[src/rtl/morra_pkg.sv]
// Shared codes and types for the Morra Cinese game FSM and its result scoreboard.
package morra_pkg;

    localparam logic [1:0] ROUND_NONE = 2'b00;
    localparam logic [1:0] ROUND_P1   = 2'b01;
    localparam logic [1:0] ROUND_P2   = 2'b10;
    localparam logic [1:0] ROUND_DRAW = 2'b11;

    localparam logic [1:0] GAME_RUN = 2'b00;
    localparam logic [1:0] GAME_P1  = 2'b01;
    localparam logic [1:0] GAME_P2  = 2'b10;
    localparam logic [1:0] GAME_TIE = 2'b11;

    typedef enum logic {IDLE, PEND} res_state_t;

endpackage

[src/rtl/sat_counter.sv]
// Saturating up-counter; a clear together with an increment restarts the count at 1.
module sat_counter #(
    parameter int WIDTH = 4
) (
    input  logic             clk,
    input  logic             rst,
    input  logic             clr,
    input  logic             inc,
    output logic [WIDTH-1:0] cnt
);

    localparam logic [WIDTH-1:0] MAX = '1;
    localparam logic [WIDTH-1:0] ONE = {{(WIDTH-1){1'b0}}, 1'b1};

    logic [WIDTH-1:0] cnt_q, cnt_d;

    always_comb begin
        cnt_d = cnt_q;
        if (clr) begin
            cnt_d = inc ? ONE : '0;
        end else if (inc && cnt_q != MAX) begin
            cnt_d = cnt_q + ONE;
        end
    end

    always_ff @(posedge clk) begin
        if (rst) begin
            cnt_q <= '0;
        end else begin
            cnt_q <= cnt_d;
        end
    end

    assign cnt = cnt_q;

endmodule

[src/rtl/morra_scoreboard.sv]
// Per-game round tallies, winning streak, session totals and a valid/ack result record.
module morra_scoreboard
    import morra_pkg::*;
#(
    parameter int CNT_W = 5,
    parameter int SES_W = 4
) (
    input  logic             clk,
    input  logic             START,
    input  logic [1:0]       ROUND,
    input  logic [1:0]       GAME,
    input  logic             RES_ACK,
    output logic [CNT_W-1:0] P1_ROUNDS,
    output logic [CNT_W-1:0] P2_ROUNDS,
    output logic [CNT_W-1:0] DRAWS,
    output logic [SES_W-1:0] STREAK,
    output logic [1:0]       STREAK_OWNER,
    output logic             RES_VALID,
    output logic [1:0]       RES_GAME,
    output logic [CNT_W-1:0] RES_P1,
    output logic [CNT_W-1:0] RES_P2,
    output logic [CNT_W-1:0] RES_DRAWS,
    output logic [SES_W-1:0] RES_MAX_STREAK,
    output logic             OVERRUN,
    output logic [SES_W-1:0] WINS_P1,
    output logic [SES_W-1:0] WINS_P2,
    output logic [SES_W-1:0] TIES
);

    localparam logic [SES_W-1:0] S_MAX = '1;
    localparam logic [SES_W-1:0] S_ONE = {{(SES_W-1){1'b0}}, 1'b1};

    logic             game_end, p1_win, p2_win, draw, win, new_owner;
    logic [1:0]       winner;
    logic [SES_W-1:0] streak_nxt;

    logic [1:0]       owner_q;
    logic [SES_W-1:0] max_q;
    res_state_t       state_q;
    logic             valid_q, overrun_q;
    logic [1:0]       rgame_q;
    logic [CNT_W-1:0] rp1_q, rp2_q, rdraws_q;
    logic [SES_W-1:0] rmax_q;

    // Rounds only count while the game is running; an ending cycle ignores ROUND.
    assign game_end  = (GAME != GAME_RUN);
    assign p1_win    = !game_end && (ROUND == ROUND_P1);
    assign p2_win    = !game_end && (ROUND == ROUND_P2);
    assign draw      = !game_end && (ROUND == ROUND_DRAW);
    assign win       = p1_win || p2_win;
    assign winner    = p1_win ? ROUND_P1 : ROUND_P2;
    assign new_owner = win && (owner_q != winner);

    sat_counter #(.WIDTH(CNT_W)) u_p1 (.clk(clk), .rst(START), .clr(game_end), .inc(p1_win), .cnt(P1_ROUNDS));
    sat_counter #(.WIDTH(CNT_W)) u_p2 (.clk(clk), .rst(START), .clr(game_end), .inc(p2_win), .cnt(P2_ROUNDS));
    sat_counter #(.WIDTH(CNT_W)) u_dr (.clk(clk), .rst(START), .clr(game_end), .inc(draw),   .cnt(DRAWS));

    sat_counter #(.WIDTH(SES_W)) u_stk (.clk(clk), .rst(START), .clr(game_end || draw || new_owner),
                                        .inc(win), .cnt(STREAK));

    sat_counter #(.WIDTH(SES_W)) u_w1 (.clk(clk), .rst(START), .clr(1'b0), .inc(GAME == GAME_P1),  .cnt(WINS_P1));
    sat_counter #(.WIDTH(SES_W)) u_w2 (.clk(clk), .rst(START), .clr(1'b0), .inc(GAME == GAME_P2),  .cnt(WINS_P2));
    sat_counter #(.WIDTH(SES_W)) u_ti (.clk(clk), .rst(START), .clr(1'b0), .inc(GAME == GAME_TIE), .cnt(TIES));

    // Mirror of the streak counter's next value, so the max tracks it on the same edge.
    always_comb begin
        streak_nxt = STREAK;
        if (game_end || draw) begin
            streak_nxt = '0;
        end else if (new_owner) begin
            streak_nxt = S_ONE;
        end else if (win && STREAK != S_MAX) begin
            streak_nxt = STREAK + S_ONE;
        end
    end

    always_ff @(posedge clk) begin
        if (START || game_end) begin
            owner_q <= 2'b00;
            max_q   <= '0;
        end else begin
            if (draw) begin
                owner_q <= 2'b00;
            end else if (win) begin
                owner_q <= winner;
            end
            if (streak_nxt > max_q) begin
                max_q <= streak_nxt;
            end
        end
    end

    always_ff @(posedge clk) begin
        if (START) begin
            state_q   <= IDLE;
            valid_q   <= 1'b0;
            overrun_q <= 1'b0;
            rgame_q   <= 2'b00;
            rp1_q     <= '0;
            rp2_q     <= '0;
            rdraws_q  <= '0;
            rmax_q    <= '0;
        end else begin
            if (game_end) begin
                rgame_q  <= GAME;
                rp1_q    <= P1_ROUNDS;
                rp2_q    <= P2_ROUNDS;
                rdraws_q <= DRAWS;
                rmax_q   <= max_q;
            end
            case (state_q)
                IDLE: begin
                    if (game_end) begin
                        state_q <= PEND;
                        valid_q <= 1'b1;
                    end
                end
                PEND: begin
                    if (game_end) begin
                        if (!RES_ACK) overrun_q <= 1'b1;
                    end else if (RES_ACK) begin
                        state_q <= IDLE;
                        valid_q <= 1'b0;
                    end
                end
                default: begin
                    state_q <= IDLE;
                    valid_q <= 1'b0;
                end
            endcase
        end
    end

    assign STREAK_OWNER   = owner_q;
    assign RES_VALID      = valid_q;
    assign RES_GAME       = rgame_q;
    assign RES_P1         = rp1_q;
    assign RES_P2         = rp2_q;
    assign RES_DRAWS      = rdraws_q;
    assign RES_MAX_STREAK = rmax_q;
    assign OVERRUN        = overrun_q;

endmodule

[config.mk]
export PLATFORM = sky130hd
export DESIGN_NAME = morra_scoreboard
export DESIGN_NICKNAME = d
export VERILOG_FILES = /design/src/rtl/morra_pkg.sv /design/src/rtl/sat_counter.sv /design/src/rtl/morra_scoreboard.sv
export SDC_FILE = /design/constraint.sdc
export NUM_CORES = 1
export LEC_CHECK = 0
export ABC_AREA = 1
export CORE_UTILIZATION = 49
export CTS_CLUSTER_SIZE = 20
export DETAILED_ROUTE_END_ITERATION = 7
export GPL_ROUTABILITY_DRIVEN = 0
export HOLD_SLACK_MARGIN = 0.02
export MAX_ROUTING_LAYER = met4
export PLACE_DENSITY = 0.79
export SLEW_MARGIN = 30
export SYNTH_ARGS = -nofsm -noshare
export SYNTH_HDL_FRONTEND = slang
export SYNTH_SLANG_ARGS = --single-unit
[constraint.sdc]
create_clock -name clk -period 2.62 [get_ports clk]
set_input_delay 0.393 -clock clk [delete_from_list [all_inputs] [get_ports clk]]
set_output_delay 0.393 -clock clk [all_outputs]
set_load 0.03 [all_outputs]
After elaboration in Yosys (flattened, before gate mapping). Index checks and enable logic that the tools add are counted.

Add/subtract/negate cells: 7. Order comparisons: 1. Equal/unequal tests: 17. Muxes and demuxes: 23. Bitwise operators: 2. Reductions and logical operators: 23.

Operator list (count): $mux 5 (6); $add 4x1->4 const B (4); $mux 4 (4); $ne 4x4->1 const B (4); $add 5x1->5 const B (3); $ne 5x5->1 const B (3); $logic_and 1x1->1 (11); $mux 1 (10); $eq 2x2->1 const B (4); $reduce_bool 2->1 (4); $ne 2x2->1 const B (3); $reduce_and 3->1 (2); $eq 2x1->1 const B (2); $gt 4x4->1 (1); $logic_or 1x1->1 (4); $pmux 1 s2 (2); $mux 2 (1); $ne 2x2->1 (1); $not 1->1 (2); $reduce_or 2->1 (1); $logic_not 1->1 (1).

Flip-flop bits (word level): 61. Input bits: 7.

Depth between registers and ports, before layout. Gate-level depths: netlist of the first run.

Word-level depth: 9. Gate-level depth with buffers: 19. Depth with buffers taken out: 19.

Modules after synthesis. A second synthesis of the first run with hierarchy kept.

Cell total of the unflattened synthesis: 440. Area total of the unflattened synthesis: 3180.6 µm².

Modules (own cells, without submodules): morra_scoreboard (times used 1, cells an instance 189, area an instance 1415.1 µm², seq. area each 600.6 µm²); sat_counter at u_stk ... (times used 4, cells an instance 35, area an instance 241.5 µm², seq. area each 80.1 µm²); sat_counter at u_dr ... (times used 3, cells an instance 37, area an instance 266.5 µm², seq. area each 100.1 µm²).

Worst setup path after synthesis of the first run. OpenSTA, ideal clock, no wires.

Kind: reg2reg. From: register u_stk.cnt_q[0], in the netlist u_stk.cnt[0]. To: register max_q[1]. Library setup time: 0.117 ns. Arrival time: 2.153 ns. Required time: 2.503 ns. Path slack: 0.350 ns. Cell stages (with the launch flop): 20. Path buffers: 0. Clock period less this slack: 2.270 ns. Cells stage by stage: dfxtp_1 -> ha_1 -> nand2_1 -> inv_1 -> nand2_1 -> nand2_2 -> nand2_1 -> nand2_1 -> inv_1 -> nand2_1 -> inv_1 -> ha_1 -> nand2_1 -> inv_1 -> nand2_1 -> nand2_1 -> nand2_1 -> inv_1 -> o21ai_0 -> nor2_1.

Word-level cells in the longest chain between the ends: 6. Elaborated cells between the ends (all ways): 7. Classes of those cells: add/sub (1); order compare (1); eq/ne (1); mux (3); reduce/logical (1).

Ends and longest elaborated chain: start: declaration (RTL line sat_counter.sv:15) `logic [WIDTH-1:0] cnt_q, cnt_d;`; start signal: assignment (RTL line sat_counter.sv:30) `cnt_q <= cnt_d;`; parallel branches: the longest is 2 deep, another holds $add 4x1->4; $mux 4 * (RTL line morra_scoreboard.sv:72) `end else if (win && STREAK != S_MAX) begin`; $mux 4 * (RTL line morra_scoreboard.sv:70) `end else if (new_owner) begin`; $mux 4 * (RTL line morra_scoreboard.sv:68) `if (game_end || draw) begin`; net streak_nxt[3] (RTL line morra_scoreboard.sv:35) `logic [SES_W-1:0] streak_nxt;`; $gt 4x4->1 * (RTL line morra_scoreboard.sv:87) `if (streak_nxt > max_q) begin`; end signal: assignment (RTL line morra_scoreboard.sv:88) `max_q <= streak_nxt;`; end: declaration (RTL line morra_scoreboard.sv:38) `logic [SES_W-1:0] max_q;`.

Mark *: on every way through the listed nets, which the timed path passes. A chain may end at the register's enable or synchronous reset.

Final worst setup path of the first run.
From: input GAME[0]. To: register max_q[3].

Word-level cells in the longest chain between the ends: 9. Elaborated cells between the ends (all ways): 16. Classes of those cells: order compare (1); eq/ne (1); mux (4); reduce/logical (10).

Ends and longest elaborated chain: start: declaration (RTL line morra_scoreboard.sv:11) `input logic [1:0] GAME,`; $reduce_bool 2->1 * (RTL line morra_scoreboard.sv:46) `assign game_end = (GAME != GAME_RUN);`; $logic_not 1->1 (RTL line morra_scoreboard.sv:47, morra_scoreboard.sv:48, morra_scoreboard.sv:49); $logic_and 1x1->1 (on tied branches) (RTL line morra_scoreboard.sv:47, morra_scoreboard.sv:48); $mux 2 or $logic_or 1x1->1 (tied branches) (RTL line morra_scoreboard.sv:51, morra_scoreboard.sv:50); $ne 2x2->1 or $logic_and 1x1->1 (tied branches) (RTL line morra_scoreboard.sv:52, morra_scoreboard.sv:72); $logic_and 1x1->1 or $mux 4 (tied branches) (RTL line morra_scoreboard.sv:52, morra_scoreboard.sv:72); $mux 4 (RTL line morra_scoreboard.sv:70); $mux 4 * (RTL line morra_scoreboard.sv:68); net streak_nxt[3] (RTL line morra_scoreboard.sv:35); $gt 4x4->1 (RTL line morra_scoreboard.sv:87).

The timed path passes the listed nets; every way through them passes the cells marked *.

==> impl_results.md, run 1 <==
- Unique masters post-synth: 30
- Max-Cap Viols: 0
- NetSw: 0.000517 W
- Time the final worst path needs with I/O delays and setup: about 2.4 ns
- Total global routing track utilization: 23.6%
- Type of origin of the critical path: primary input
- Cell chosen for the clock root: sky130_fd_sc_hd__clkbuf_8
- Setup violation total in the final timing report: 0
- Reg clk slew, reported paths: ~0.060 ns
- CTS tree: yes
- Drt wl/cell: 12.3 µm
- Antenna violations before repair: 0
- Proportion of power drawn by flip-flops and latches: between 50 and 60%
- Hold_buf cts: 0
- Part of the Yosys area used for sequential elements: 45.9%
- Detailed placement HPWL: 4.42 mm
- Share of power burned in combinational logic: between 10% and 20%
- Clock net sink count: 61
- Count of nets left with antenna violations after detail routing: 0
- Switching share of total power: 26.8%
- Die X-Extent: 75.7 µm
- Quantity of I/O buffers inserted on ports: 62
- Netlist area before placement: roughly 0.0027 mm²
- Share of layout cells above drive strength 1: under 10%
- Total CTS buffers: 9
- Detailed-routing iteration count for the pre-antenna-repair pass: 4
- Latest clock arrival within the worst-skew pair: 0.33 ns
- Number of cells in the design after placement: approximately 500
- Core outline area: ~0.0052 mm²
- Most Used Layer, Global Route: met2
- Highest attainable clock frequency: around 420 MHz
- Antenna Cells: 0
- Run status: finished clean
- Post-placement setup slack: -0.130 ns
- Final Max Slew Viols: 0
- Largest net degree at the start of global routing: 34
- Post-route non-filler standard cell count: ~500
- GR met2 Demand/Resource: 37.4%
- Total power divided by cell area: between 500 and 600 mW/mm²
- R2r setup slk: 0.30 ns
- Drt drc: 0
- Number of register bits inferred by synthesis: about 60
- Setup repair after global routing missed its margin: no
- Class of the most critical setup path: in -> reg
- Layout net count: roughly 450
- Number of warnings printed during yosys synthesis: 0
- Critical Path Sink Type: flop
- Boundary pin count: 63
- Post-Route WL: 6.19 mm
- First-pass GRT wire length: 9.83 mm
- Layout-stage area growth over the synthesis result: 34.2%
- Y dimension of the die: 75.7 µm
- Largest driver fanout on the critical path: 7
- Met3 layer usage reported by global route: 4.63%
- DRC violation total after the first TritonRoute iteration: about 130
- Data arrival, critical path: 2.61 ns
- Vias per inst: 5.02
- Initial core utilization: between 50% and 60%
- Std-Cell Rows: 26
- Max Clock Skew: between 0.008 and 0.009 ns
- Clock network fraction of total power: 36.6%
- Post-CTS Setup Repair Bufs: 0
- Type of the worst min-delay path: reg -> reg
- Transition at the pin with the smallest max-transition slack: between 0.8 and 0.9 ns
- Required @ worst endpoint: 2.84 ns
- CTS H-tree lvls: 3
- Via count: 2521
- Number of nets in the synthesized netlist: 375
- Via count of the first global-routing pass: 2257
- DIE AREA: 0.00573 mm²
- Worst IR drop on VDD: 305 µV
- Total of cells resized after clock tree synthesis: 0
- Relative slew slack: 43.0%
- Average instance area after synthesis: 7.52 µm²
- Internal cell power: roughly 0.0014 W
- Synthesized netlist cell count: 354
- Ratio of final minimum period to clock period: 91.3%
- Setup slack after layout: 0.227 ns
- Endpoints failing hold: 0
- Clock Path Buffers: 2
- Static Leakage: 1.53 nW
- Global-route congestion overflow total: 0
- Global Route met1 Usage: 29.7%
metal layers:
layer / up-vias / share of wire (%)
met3: 10 / 4.4
li1: 1307 / -
met4: 0 / 1.7
met1: 1148 / 48
met2: 56 / 46
met5: - / 0
final cells by class:
type | instances | area [µm²]
Fill cell | 431 | 1600
Tap cell | 70 | 87.6
Sequential cell | 61 | 1220
Inverter | 47 | 176
Clock buffer | 13 | 149
Clock inverter | 2 | 10.0
Timing Repair Buffer | 73 | 703
Multi-Input combinational cell | 236 | 1220
cell families after synthesis:
kind of cell             synth area share (%)
buffers and inverters                    8.37
flip-flops                               45.9
AND/OR/NAND/NOR                          22.8
adder cells (fa/ha/maj)                  6.58
AO/OA/AOI/OAI                            16.3
sequential cells by signal (all words and copies together) (netlist names), 2 cells and up:
name and cells:
RES_DRAWS 5, RES_GAME 2, RES_MAX_STREAK 4, RES_P1 5
RES_P2 5, STREAK_OWNER 2, max_q 4, u_dr.cnt 5
u_p1.cnt 5, u_p2.cnt 5, u_stk.cnt 4, u_ti.cnt 4
u_w1.cnt 4, u_w2.cnt 4
synth_stat cells, drive strengths merged:
master,instances,area [µm²]
and3,1,6.26
inv,47,176
dfxtp,61,1220
clkbuf,7,26.3
a31o,1,8.76
o21ai,37,185
a311oi,1,8.76
ha,14,175
a2111oi,2,17.5
nor3,7,46.3
o21bai,1,7.51
a31oi,5,31.3
a22oi,1,7.51
nand4,4,25.0
nor3b,1,7.51
nor2,64,255
a21oi,32,160
buf,3,20.0
nand3,15,75.1
nand3b,1,7.51
nand2,48,185
a21o,1,7.51
path summary, 6_finish.rpt:
kind	cells after the start	startpoint	endpoint
worst min-delay path	1	state_q$_SDFF_PP0_	RES_VALID$_SDFFE_PP0P_
worst max register to register	17	u_stk.cnt[0]$_SDFF_PP0_	max_q[3]$_SDFFE_PP0N_
worst min register to register	1	state_q$_SDFF_PP0_	RES_VALID$_SDFFE_PP0P_
worst max-delay path	16	GAME[0]	max_q[3]$_SDFFE_PP0N_
stage by stage:
step	area [µm²]	hold slack (ns)	power [W]	TNS [ns]	util, %
after detailed placement	3410	0.445	0.00124	-0.415	65.8
after CTS	3560	0.448	0.00193	0	68.9
after floorplan	2660	0.424	0.00114	0	-
final	3570	0.444	0.00193	0	69.1
after global placement	3410	0.428	0.00124	-0.0381	65.8
after global routing	3570	0.456	0.00200	0	69.1
layout by cell type (no fill, tap or decap):
cell	synthesis	final
sky130_fd_sc_hd__nand2_2	2	2
sky130_fd_sc_hd__buf_4	0	11
sky130_fd_sc_hd__a311oi_1	1	1
sky130_fd_sc_hd__nor2_2	3	3
sky130_fd_sc_hd__inv_1	45	44
sky130_fd_sc_hd__a22oi_1	1	1
sky130_fd_sc_hd__nor3b_1	1	1
sky130_fd_sc_hd__o21bai_1	1	1
sky130_fd_sc_hd__clkdlybuf4s50_1	0	62
sky130_fd_sc_hd__clkbuf_1	7	3
sky130_fd_sc_hd__a31oi_1	5	5
sky130_fd_sc_hd__nor3_1	6	6
sky130_fd_sc_hd__a31o_2	1	1
sky130_fd_sc_hd__and3_1	1	1
sky130_fd_sc_hd__nand3_1	15	15
sky130_fd_sc_hd__inv_2	2	3
sky130_fd_sc_hd__nor2_4	1	1
sky130_fd_sc_hd__a21oi_1	32	32
sky130_fd_sc_hd__o21ai_0	36	36
sky130_fd_sc_hd__a2111oi_0	2	2
sky130_fd_sc_hd__nand3b_1	1	1
sky130_fd_sc_hd__nand4_1	4	4
sky130_fd_sc_hd__nand2_1	46	45
sky130_fd_sc_hd__nor2_1	60	60
sky130_fd_sc_hd__nand2_4	0	1
sky130_fd_sc_hd__ha_1	14	14
sky130_fd_sc_hd__dfxtp_1	61	61
sky130_fd_sc_hd__clkinv_2	0	2
sky130_fd_sc_hd__o21ai_1	1	1
sky130_fd_sc_hd__nor3_4	1	1
sky130_fd_sc_hd__clkbuf_8	0	10
sky130_fd_sc_hd__a21o_1	1	1
critical path: stages:
cell	delay (ns)
sky130_fd_sc_hd__clkdlybuf4s50_1	0.47
sky130_fd_sc_hd__nor2_4	0.18
sky130_fd_sc_hd__nand2_1	0.12
sky130_fd_sc_hd__nand2_4	0.12
sky130_fd_sc_hd__nand3_1	0.10
sky130_fd_sc_hd__nand2_1	0.09
sky130_fd_sc_hd__inv_1	0.06
sky130_fd_sc_hd__nand2_1	0.09
sky130_fd_sc_hd__inv_1	0.05
sky130_fd_sc_hd__ha_1	0.30
sky130_fd_sc_hd__a21oi_1	0.16
sky130_fd_sc_hd__nand2_1	0.07
sky130_fd_sc_hd__nand2_1	0.08
sky130_fd_sc_hd__inv_2	0.07
sky130_fd_sc_hd__o21ai_0	0.19
sky130_fd_sc_hd__a21oi_1	0.06
power groups by stage:
| stage | logic, W | registers, W | clock network [W] |
|---|---|---|---|
| floorplan | 0.0000965 | 0.00105 | 0 |
| global placement | 0.000237 | 0.000998 | 0 |
| detailed placement | 0.000242 | 0.000999 | 0 |
| CTS | 0.000245 | 0.000979 | 0.000707 |
| global route | 0.000270 | 0.000983 | 0.000748 |
| finish | 0.000245 | 0.000979 | 0.000706 |
No activity file was read; power rests on OpenSTA's default activity.
==> run 2, diff against run 1 <==
- CAP_MARGIN: not set -> 20
==> results of run 2 <==
Final layout, timing and power as in run 1 (identical DEF).
==> run 3, diff against run 2 <==
- GPL_ROUTABILITY_DRIVEN: 0 -> not set
==> run 3 against run 2 <==
Net effect: worst hold slack better by 0.0036 ns; setup slack worse by 0.041 ns; largest power group unchanged; first-iteration DRC count down 12%; via count up 1.3%; combinational power about the same.
==> impl_results.md, run 3 (synthesized netlist as in run 1, its figures left out) <==
- Boundary pin count: 63
- Relative slew slack: 43.2%
- Cell chosen for the clock root: sky130_fd_sc_hd__clkbuf_8
- Hold_buf cts: 0
- Final design instance area without fill: 0.00359 mm²
- Setup violation total in the final timing report: 0
- Largest driver fanout on the critical path: 7
- Drt wl/cell: 12.3 µm
- Type of the worst min-delay path: reg -> reg
- Initial core utilization: around half
- Via count of the first global-routing pass: 2127
- Detailed placement HPWL: 4.37 mm
- Quantity of I/O buffers inserted on ports: 62
- Core Util, Final: 69.4%
- Endpoints failing hold: 0
- Post-detailed-placement cell area: 0.00341 mm²
- Antenna Cells: 0
- Commonest non-fill, non-tap cell in the layout: sky130_fd_sc_hd__clkdlybuf4s50_1
- Most frequent cells in the layout: sky130_fd_sc_hd__clkdlybuf4s50_1 (62), sky130_fd_sc_hd__dfxtp_1 (61), sky130_fd_sc_hd__nor2_1 (60)
- Total power divided by cell area: 551 mW/mm²
- Std-Cell Rows: 26
- DRC violation total after the first TritonRoute iteration: 116
- Highest attainable clock frequency: 411 MHz
- Run status: finished clean
- Type of origin of the critical path: primary input
- Layout-stage area growth over the synthesis result: 34.9%
- Static Leakage: around 1.5 nW
- CTS H-tree lvls: 3
- Power consumption: 0.00198 W
- Total CTS buffers: 9
- Reg clk slew, reported paths: 0.06 ns
- Share of power burned in combinational logic: between 10% and 20%
- Worst IR drop on VDD: 365 µV
- Clock net sink count: 61
- Drt drc: 0
- Layout net count: 449
- Setup slack after layout: 0.187 ns
- Critical Path Sink Type: flop
- Class of the most critical setup path: in -> reg
- CTS tree: yes
- Transition at the pin with the smallest max-transition slack: between 0.8 and 0.9 ns
- Share of layout cells above drive strength 1: 8.10%
- Data arrival, critical path: 2.65 ns
- Y dimension of the die: roughly 76 µm
- Ratio of final minimum period to clock period: 92.9%
- Global-route congestion overflow total: 0
- Post-Route WL: 6.15 mm
- Via count: 2554
- DIE AREA: 0.00573 mm²
- Max Clock Skew: 0.00732 ns
- Core outline area: 0.00517 mm²
- Count of nets left with antenna violations after detail routing: 0
- Number of cell instances on the worst register-to-register path: 17
- Clock Path Buffers: 2
- Antenna violations before repair: 0
- Vias per inst: ~5.1
- Internal cell power: 0.00147 W
- Gpl congestion: 0.828
- Final Max Slew Viols: 0
- Proportion of power drawn by flip-flops and latches: between 40% and 50%
- Detailed-routing iteration count for the pre-antenna-repair pass: 4
- Clock network fraction of total power: between 30% and 40%
- Tightest hold margin: around 0.45 ns
- Largest net degree at the start of global routing: 34
- NetSw: between 0.0005 and 0.0006 W
- Max-Cap Viols: 0
- Die X-Extent: about 76 µm
- Switching share of total power: about a quarter
- First-pass GRT wire length: 9.40 mm
- Latest clock arrival within the worst-skew pair: 0.33 ns
- Time the final worst path needs with I/O delays and setup: 2.43 ns
- Total global routing track utilization: 23.0%
- Required @ worst endpoint: approximately 2.8 ns
- Worst hold stages: 1
- Post-placement setup slack: -0.122 ns
[run 3: changes by cell type in the layout (fill, tap and decap cells not counted), sizes merged]
cell | previous run | this run
clkinv | 2 | 1
clkbuf | 13 | 14
[run 3: metrics by stage]
stage	TNS [ns]	std cells
6_report	0	502
5_1_grt	-0.0195	502
4_1_cts	0	502
3_5_place_dp	-0.433	487
3_3_place_gp	-0.00596	487
2_1_floorplan	0	354
[run 3: worst paths after layout]
path,start,slack [ns],end
max,ROUND[0],0.19,max_q[1]$_SDFFE_PP0N_
min,state_q$_SDFF_PP0_,0.45,RES_VALID$_SDFFE_PP0P_
max reg2reg,u_stk.cnt[0]$_SDFF_PP0_,0.26,max_q[1]$_SDFFE_PP0N_
min reg2reg,state_q$_SDFF_PP0_,0.45,RES_VALID$_SDFFE_PP0P_
[run 3: area by class of cell]
class,count,area [µm²]
multi-input cells,236,1220
inverters,47,176
fillers,427,1580
clock buffers,14,173
repair buffers,73,703
well taps,70,87.6
clock inverters,1,5.00
flip-flops and latches,61,1220
[run 3: what timing repair did]
action | in CTS | in global routing
setup buffers | 0 | 0
gates resized for setup | 0 | 2
endpoints found under the setup margin | 0 | 3
[run 3: power groups by stage]
stage,clock (W),sequential (W),combinational (W)
2_1_floorplan,0,0.00105,0.0000965
3_3_place_gp,0,0.000998,0.000237
3_5_place_dp,0,0.000999,0.000241
4_1_cts,0.000762,0.000978,0.000244
5_1_grt,0.000808,0.000982,0.000266
6_report,0.000755,0.000979,0.000244
[run 3: critical path, cell delays in order]
cell and delay, ns:
sky130_fd_sc_hd__clkdlybuf4s50_1 0.48, sky130_fd_sc_hd__inv_1 0.05, sky130_fd_sc_hd__nor2_1 0.16, sky130_fd_sc_hd__nand2_2 0.11, sky130_fd_sc_hd__nand2_4 0.10, sky130_fd_sc_hd__nand3_1 0.10, sky130_fd_sc_hd__nand2_1 0.10, sky130_fd_sc_hd__inv_1 0.07
sky130_fd_sc_hd__nand2_1 0.08, sky130_fd_sc_hd__inv_1 0.05, sky130_fd_sc_hd__ha_1 0.30, sky130_fd_sc_hd__a21oi_1 0.16, sky130_fd_sc_hd__nand2_1 0.07, sky130_fd_sc_hd__nand2_1 0.08, sky130_fd_sc_hd__inv_1 0.10, sky130_fd_sc_hd__o21ai_0 0.18
sky130_fd_sc_hd__nor2_1 0.07
[run 3: layer usage]
layer,GRT usage [%],part of all wire [%]
met5,-,0
met4,8.64,1.5
met3,5.56,4.3
met2,35.8,46
met1,28.9,48
==> edit 1 (config.mk and constraints of run 3) <==
Change the parameter `SES_W` from 4 to 6.
--- a/src/rtl/morra_scoreboard.sv
+++ b/src/rtl/morra_scoreboard.sv
@@ -3,7 +3,7 @@
     import morra_pkg::*;
 #(
     parameter int CNT_W = 5,
-    parameter int SES_W = 4
+    parameter int SES_W = 6
 ) (
     input  logic             clk,
     input  logic             START,
Ports: changed (5 resized); port bits go from 63 to 73. The function was not compared with the original's and may differ.
==> edit 1 against run 3 <==
- cell area increased by 27%
- global-route usage increased by 1.0 points
- power grew 20%
- synthesized area up 28%
- routed wire length grew 32%
- clock power up 13%
- maximum frequency grew 0.28%
- synthesized cell count increased by 30%
- worst setup slack improved by 0.0067 ns
- combinational power up 48%
- sequential cell count rose by 12
- die area increased by 27%
- critical endpoint is now max_q[4]
==> edit 1: results (changes against run 3) <==
Worst setup path
  • Crit path DAT: 2.70 ns (+0.05 ns)
  • CP startpoint: GAME[1]
  • Setup CP Type: input pin to flop
  • R2R Setup Slk: 0.27 ns
  • Crit-path max cell delay: 0.52 ns (+0.04 ns)
  • Worst R2R Start: u_stk.cnt[0]
  • CP Max Fanout: 10 (+3)
  • Reg2Reg Depth: 19 (+2)
  • RR Endpoint: max_q[4]
  • Delay-heaviest family, CP: simple AND/OR/NAND/NOR gates

Placed design
  • Port Buffers: 72 (+16%)
  • Placed inst area: 4350 µm² (+28%)
  • Setup WS pre-CTS: -0.206 ns (-0.0847 ns)
  • Gpl congestion: 0.879 (+6.1%)
  • Detailed Place HPWL: 5880 µm (+35%)
  • Placed insts: 622 (+28%)

Finish
  • Diodes inserted: 0 (unchanged)
  • Post-layout net count: 579 (+29%)
  • Share of layout cells above drive strength 1: 0.131 (+0.0496)
  • Fillers: 561 (+31%)

Power
  • LEAKAGE: 1.98 nW (+29%)
  • Int Pwr: 1.74 mW (+18%)
  • Sw frac: 0.271 (+0.0121)
  • Flop pwr share: 0.491 (-0.004)
  • P_clk: 0.851 mW (+13%)
  • VDD IR max: 0.390 mV (+6.7%)

STA
  • Max-slew headroom: 0.627 (+0.195)
  • Final hold slack: 0.407 ns (-0.0410 ns)
  • Layout Skew: 0.00833 ns (+0.00101 ns)
  • Fin crit period: 2.43 ns (-0.00670 ns)

CTS
  • Clock root cell: clkbuf_8
  • Clock Tree Buf Depth: 2 (unchanged)
  • Post-CTS setup buffers: 0 (unchanged)
  • Worst-path clk slew: 0.07 ns

Synth
  • Unique cell type count in the Yosys netlist: 33 (+10%)
  • Synth Area per Inst: 7.39 µm² (-1.7%)
  • Top cells by area, synth: dfxtp_1 43%, nand2_1 8.2%, inv_1 6.7%
  • Post-synth top cells: 74 x nand2_1, 73 x dfxtp_1, 61 x inv_1, 57 x nor2_1, 44 x a21oi_1
  • Syn Nets: 482 (+29%)
  • Count leader, synth: nand2_1
  • Register area share after synthesis: 0.431 (-0.0282)

Route
  • Final WL: 8110 µm (+32%)
  • DRT iter0 DRCs: 104 (-10%)
  • WL/cell: 12.8 µm (+4.0%)
  • Routed vias: 3,191 (+25%)

GRT
  • Largest net degree at the start of global routing: 25 (-26%)
  • GR Util All Layers: 0.240 (+0.0104)
  • First-pass GRT wire length: 13,400 µm (+42%)
  • Vias in the first global route: 2,982 (+40%)

Outcome
  • Outcome: finished clean

Hold path
  • Hold_sp: ROUND[0]
  • Min-delay worst type: input pin to flop
[edit 1: cell count changes in the layout (fill, tap and decap cells not counted), sizes merged, moves of 5 or more]
cell | run 3 | this run
a21oi | 32 | 45
a31oi | 5 | 0
buf | 11 | 26
clkdlybuf4s50 | 62 | 70
dfxtp | 61 | 73
inv | 47 | 63
nand2 | 48 | 86
nand3 | 15 | 27
[edit 1: how the worst min path moves through the flow]
stage	to	cells past startpoint
after floorplan	RES_VALID	1
after detailed placement	RES_VALID	1
final	STREAK_OWNER[1]	3
after CTS	RES_VALID	1
after global routing	STREAK_OWNER[1]	3
after global placement	RES_VALID	1
[edit 1: metal layers]
layer / routed length, µm / up-vias / GRT usage / part of all wire
met5: 0 / - / - / 0
li1: - / 1674 / - / -
met2: 3850 / 68 / 0.367 / 0.47
met3: 353 / 12 / 0.0730 / 0.044
met1: 3790 / 1437 / 0.304 / 0.47
met4: 119 / 0 / 0.0786 / 0.015
[edit 1: logic make-up (layout without fill, tap and decap cells)]
| logic type | after synthesis | count (layout) | synth area share |
|---|---|---|---|
| simple gates | 197 | 197 | 0.265 |
| buf+inv | 75 | 175 | 0.0870 |
| compound gates | 93 | 93 | 0.145 |
| xor+xnor | 5 | 5 | 0.0129 |
| flops | 73 | 73 | 0.431 |
| fa+ha+maj | 16 | 16 | 0.0590 |
[edit 1: layout make-up]
cell class | instances | area, µm² | share of cell area
multi-input cells | 311 | 1660 | 0.363
flip-flops and latches | 73 | 1470 | 0.322
repair buffers | 98 | 921 | 0.202
inverters | 63 | 236 | 0.0519
clock buffers | 11 | 141 | 0.0310
well taps | 77 | 96.3 | 0.0211
clock inverters | 3 | 42.5 | 0.00933
[edit 1: worst min-delay path: cells and delay by family]
kind / cells / cell delay [ns]
buffers and inverters: 2 / 0.26
AOI/OAI and AO/OA: 1 / 0.05
==> edit 2 (config.mk and constraints of run 3) <==
Without the edit above. Reset style: asynchronous (`rst`), changed in one clocked block.
--- a/src/rtl/sat_counter.sv
+++ b/src/rtl/sat_counter.sv
@@ -23,7 +23,7 @@
         end
     end
 
-    always_ff @(posedge clk) begin
+    always_ff @(posedge clk or posedge rst) begin
         if (rst) begin
             cnt_q <= '0;
         end else begin
Function: changed (a bounded check fails within 4 cycles, from zero or initial values; the reset may be asserted at any time).
==> edit 2 against run 3 <==
- clock skew increased by 0.0015 ns
- sequential cell count unchanged
- utilization decreased by 1.4 points
- synthesized area increased by 6.2%
- synthesized cell count decreased by 7.6%
- cell area increased by 5.0%
- routed wire length decreased by 0.36%
- sequential share of layout area increased by 2.5 points
- worst hold slack improved by 0.016 ns
- register-to-register slack improved by 0.14 ns
- worst setup slack improved by 0.11 ns
Power is not compared: it rests on default switching activity, and its combinational part moved more than twofold at a synthesized area within 25%.
==> edit 2: results (changes against run 3) <==
GRT
  • Vias in the first global route: 2,215 (+4.1%)
  • First-pass GRT wire length: 10,300 µm (+9.8%)
  • GR Util All Layers: 0.230 (about the same)
  • Initial antenna violation count: 0 (unchanged)
  • Largest net degree at the start of global routing: 32 (-5.9%)

Worst setup path
  • Crit path DAT: 2.55 ns (-0.10 ns)
  • Crit-path max cell delay: 0.54 ns (+0.06 ns)
  • Delay-heaviest family, CP: buffers and inverters
  • Reg2Reg Depth: 17 (unchanged)
  • Critical-path top delay cell: clkdlybuf4s50_1

Placed design
  • Placed insts: 465 (-4.5%)
  • Gpl congestion: 0.796 (-3.9%)
  • Setup WS pre-CTS: -0.0660 ns (+0.0557 ns)
  • Detailed Place HPWL: 4390 µm (+0.46%)
  • Placed inst area: 3580 µm² (+5.0%)

Synth
  • Syn Nets: 348 (-7.2%)
  • Post-synthesis adder-cell area fraction: 0.0620 (-0.00382)
  • Synth Flop Type: dfrtp_1
  • Register area share after synthesis: 0.487 (+0.0283)
  • Top cells by area, synth: dfrtp_1 27%, dfxtp_1 21%, ha_1 6.2%
  • Cells after Synth: 327 (-7.6%)
  • Post-synth top cells: 43 x nand2_1, 43 x nor2_1, 37 x inv_1, 32 x o21ai_0, 31 x dfrtp_1
  • Ys async rst share: 0.508 (+0.508)
  • Post-synthesis compound-gate area fraction: 0.121 (-0.0418)
  • Unique cell type count in the Yosys netlist: 32 (+6.7%)
  • XOR/XNOR Fraction of Synth Area: 0.0279 (+0.0279)

CTS
  • Post-CTS setup buffers: 0 (unchanged)
  • Worst-path clk slew: 0.07 ns
  • TritonCTS buffer count: 9 (unchanged)

Finish
  • Fillers: 496 (+16%)
  • Share of layout cells above drive strength 1: 0.130 (+0.0486)
  • Post-layout net count: 425 (-5.3%)

STA
  • Layout Skew: 0.00878 ns (+0.00146 ns)
  • Worst-margin pin slew: 0.493 ns (-0.358 ns)

Route
  • Routed vias: 2,387 (-6.5%)
  • Vias per cell: 4.96 (-2.5%)
  • WL/cell: 12.7 µm (+4.0%)
  • DRT iter0 DRCs: 89 (-23%)

Hold path
  • Hold path depth: 1 (unchanged)

Outcome
  • Outcome: finished clean
-- edit 2: routing by layer --
metal,track usage,wire length [µm]
met1,0.286,2830
met2,0.347,2790
met3,0.0765,414
met4,0.0889,91
met5,-,0
-- edit 2: final timing paths --
path	slack [ns]	from	to
min in group asynchronous	0.66	START	u_w1.cnt[0]
max in group asynchronous	1.69	START	u_p2.cnt[4]
worst min register to register	0.46	state_q	RES_VALID
worst min-delay path	0.46	state_q	RES_VALID
worst max register to register	0.40	u_stk.cnt[0]	max_q[2]
worst max-delay path	0.30	ROUND[0]	max_q[2]
-- edit 2: worst register-to-register path: stages (launching register included) --
cell	delay [ns]
dfrtp_1	0.44
ha_1	0.24
nand2_1	0.07
inv_1	0.05
nand2_1	0.12
nand2_2	0.08
nand2_1	0.06
nand2_1	0.08
nor2_2	0.13
ha_1	0.26
inv_1	0.06
o21bai_1	0.05
nand2_1	0.06
nand2_1	0.04
nand2_1	0.07
inv_1	0.08
o21ai_0	0.16
a21oi_1	0.06
-- edit 2: power by group through the flow --
| stage | clock network, mW | registers (mW) | logic, mW |
|---|---|---|---|
| finish | 0.814 | 1.18 | 0.745 |
| global placement | 0 | 1.19 | 0.728 |
| global route | 0.867 | 1.20 | 0.802 |
| CTS | 0.827 | 1.18 | 0.754 |
| floorplan | 0 | 1.40 | 0.222 |
| detailed placement | 0 | 1.20 | 0.749 |
-- edit 2: final cells by class --
type,instances,area [µm²],area share
Tap cell,72,90.1,0.0239
Clock inverter,6,63.8,0.0169
Inverter,41,154,0.0408
Timing Repair Buffer,77,736,0.195
Sequential cell,61,1380,0.365
Clock buffer,10,128,0.0338
Multi-Input combinational cell,214,1220,0.324
-- edit 2: timing repair --
action,in CTS,in global routing
setup endpoints to repair,0,1
hold endpoints to repair,0,0
gates resized for setup,0,1
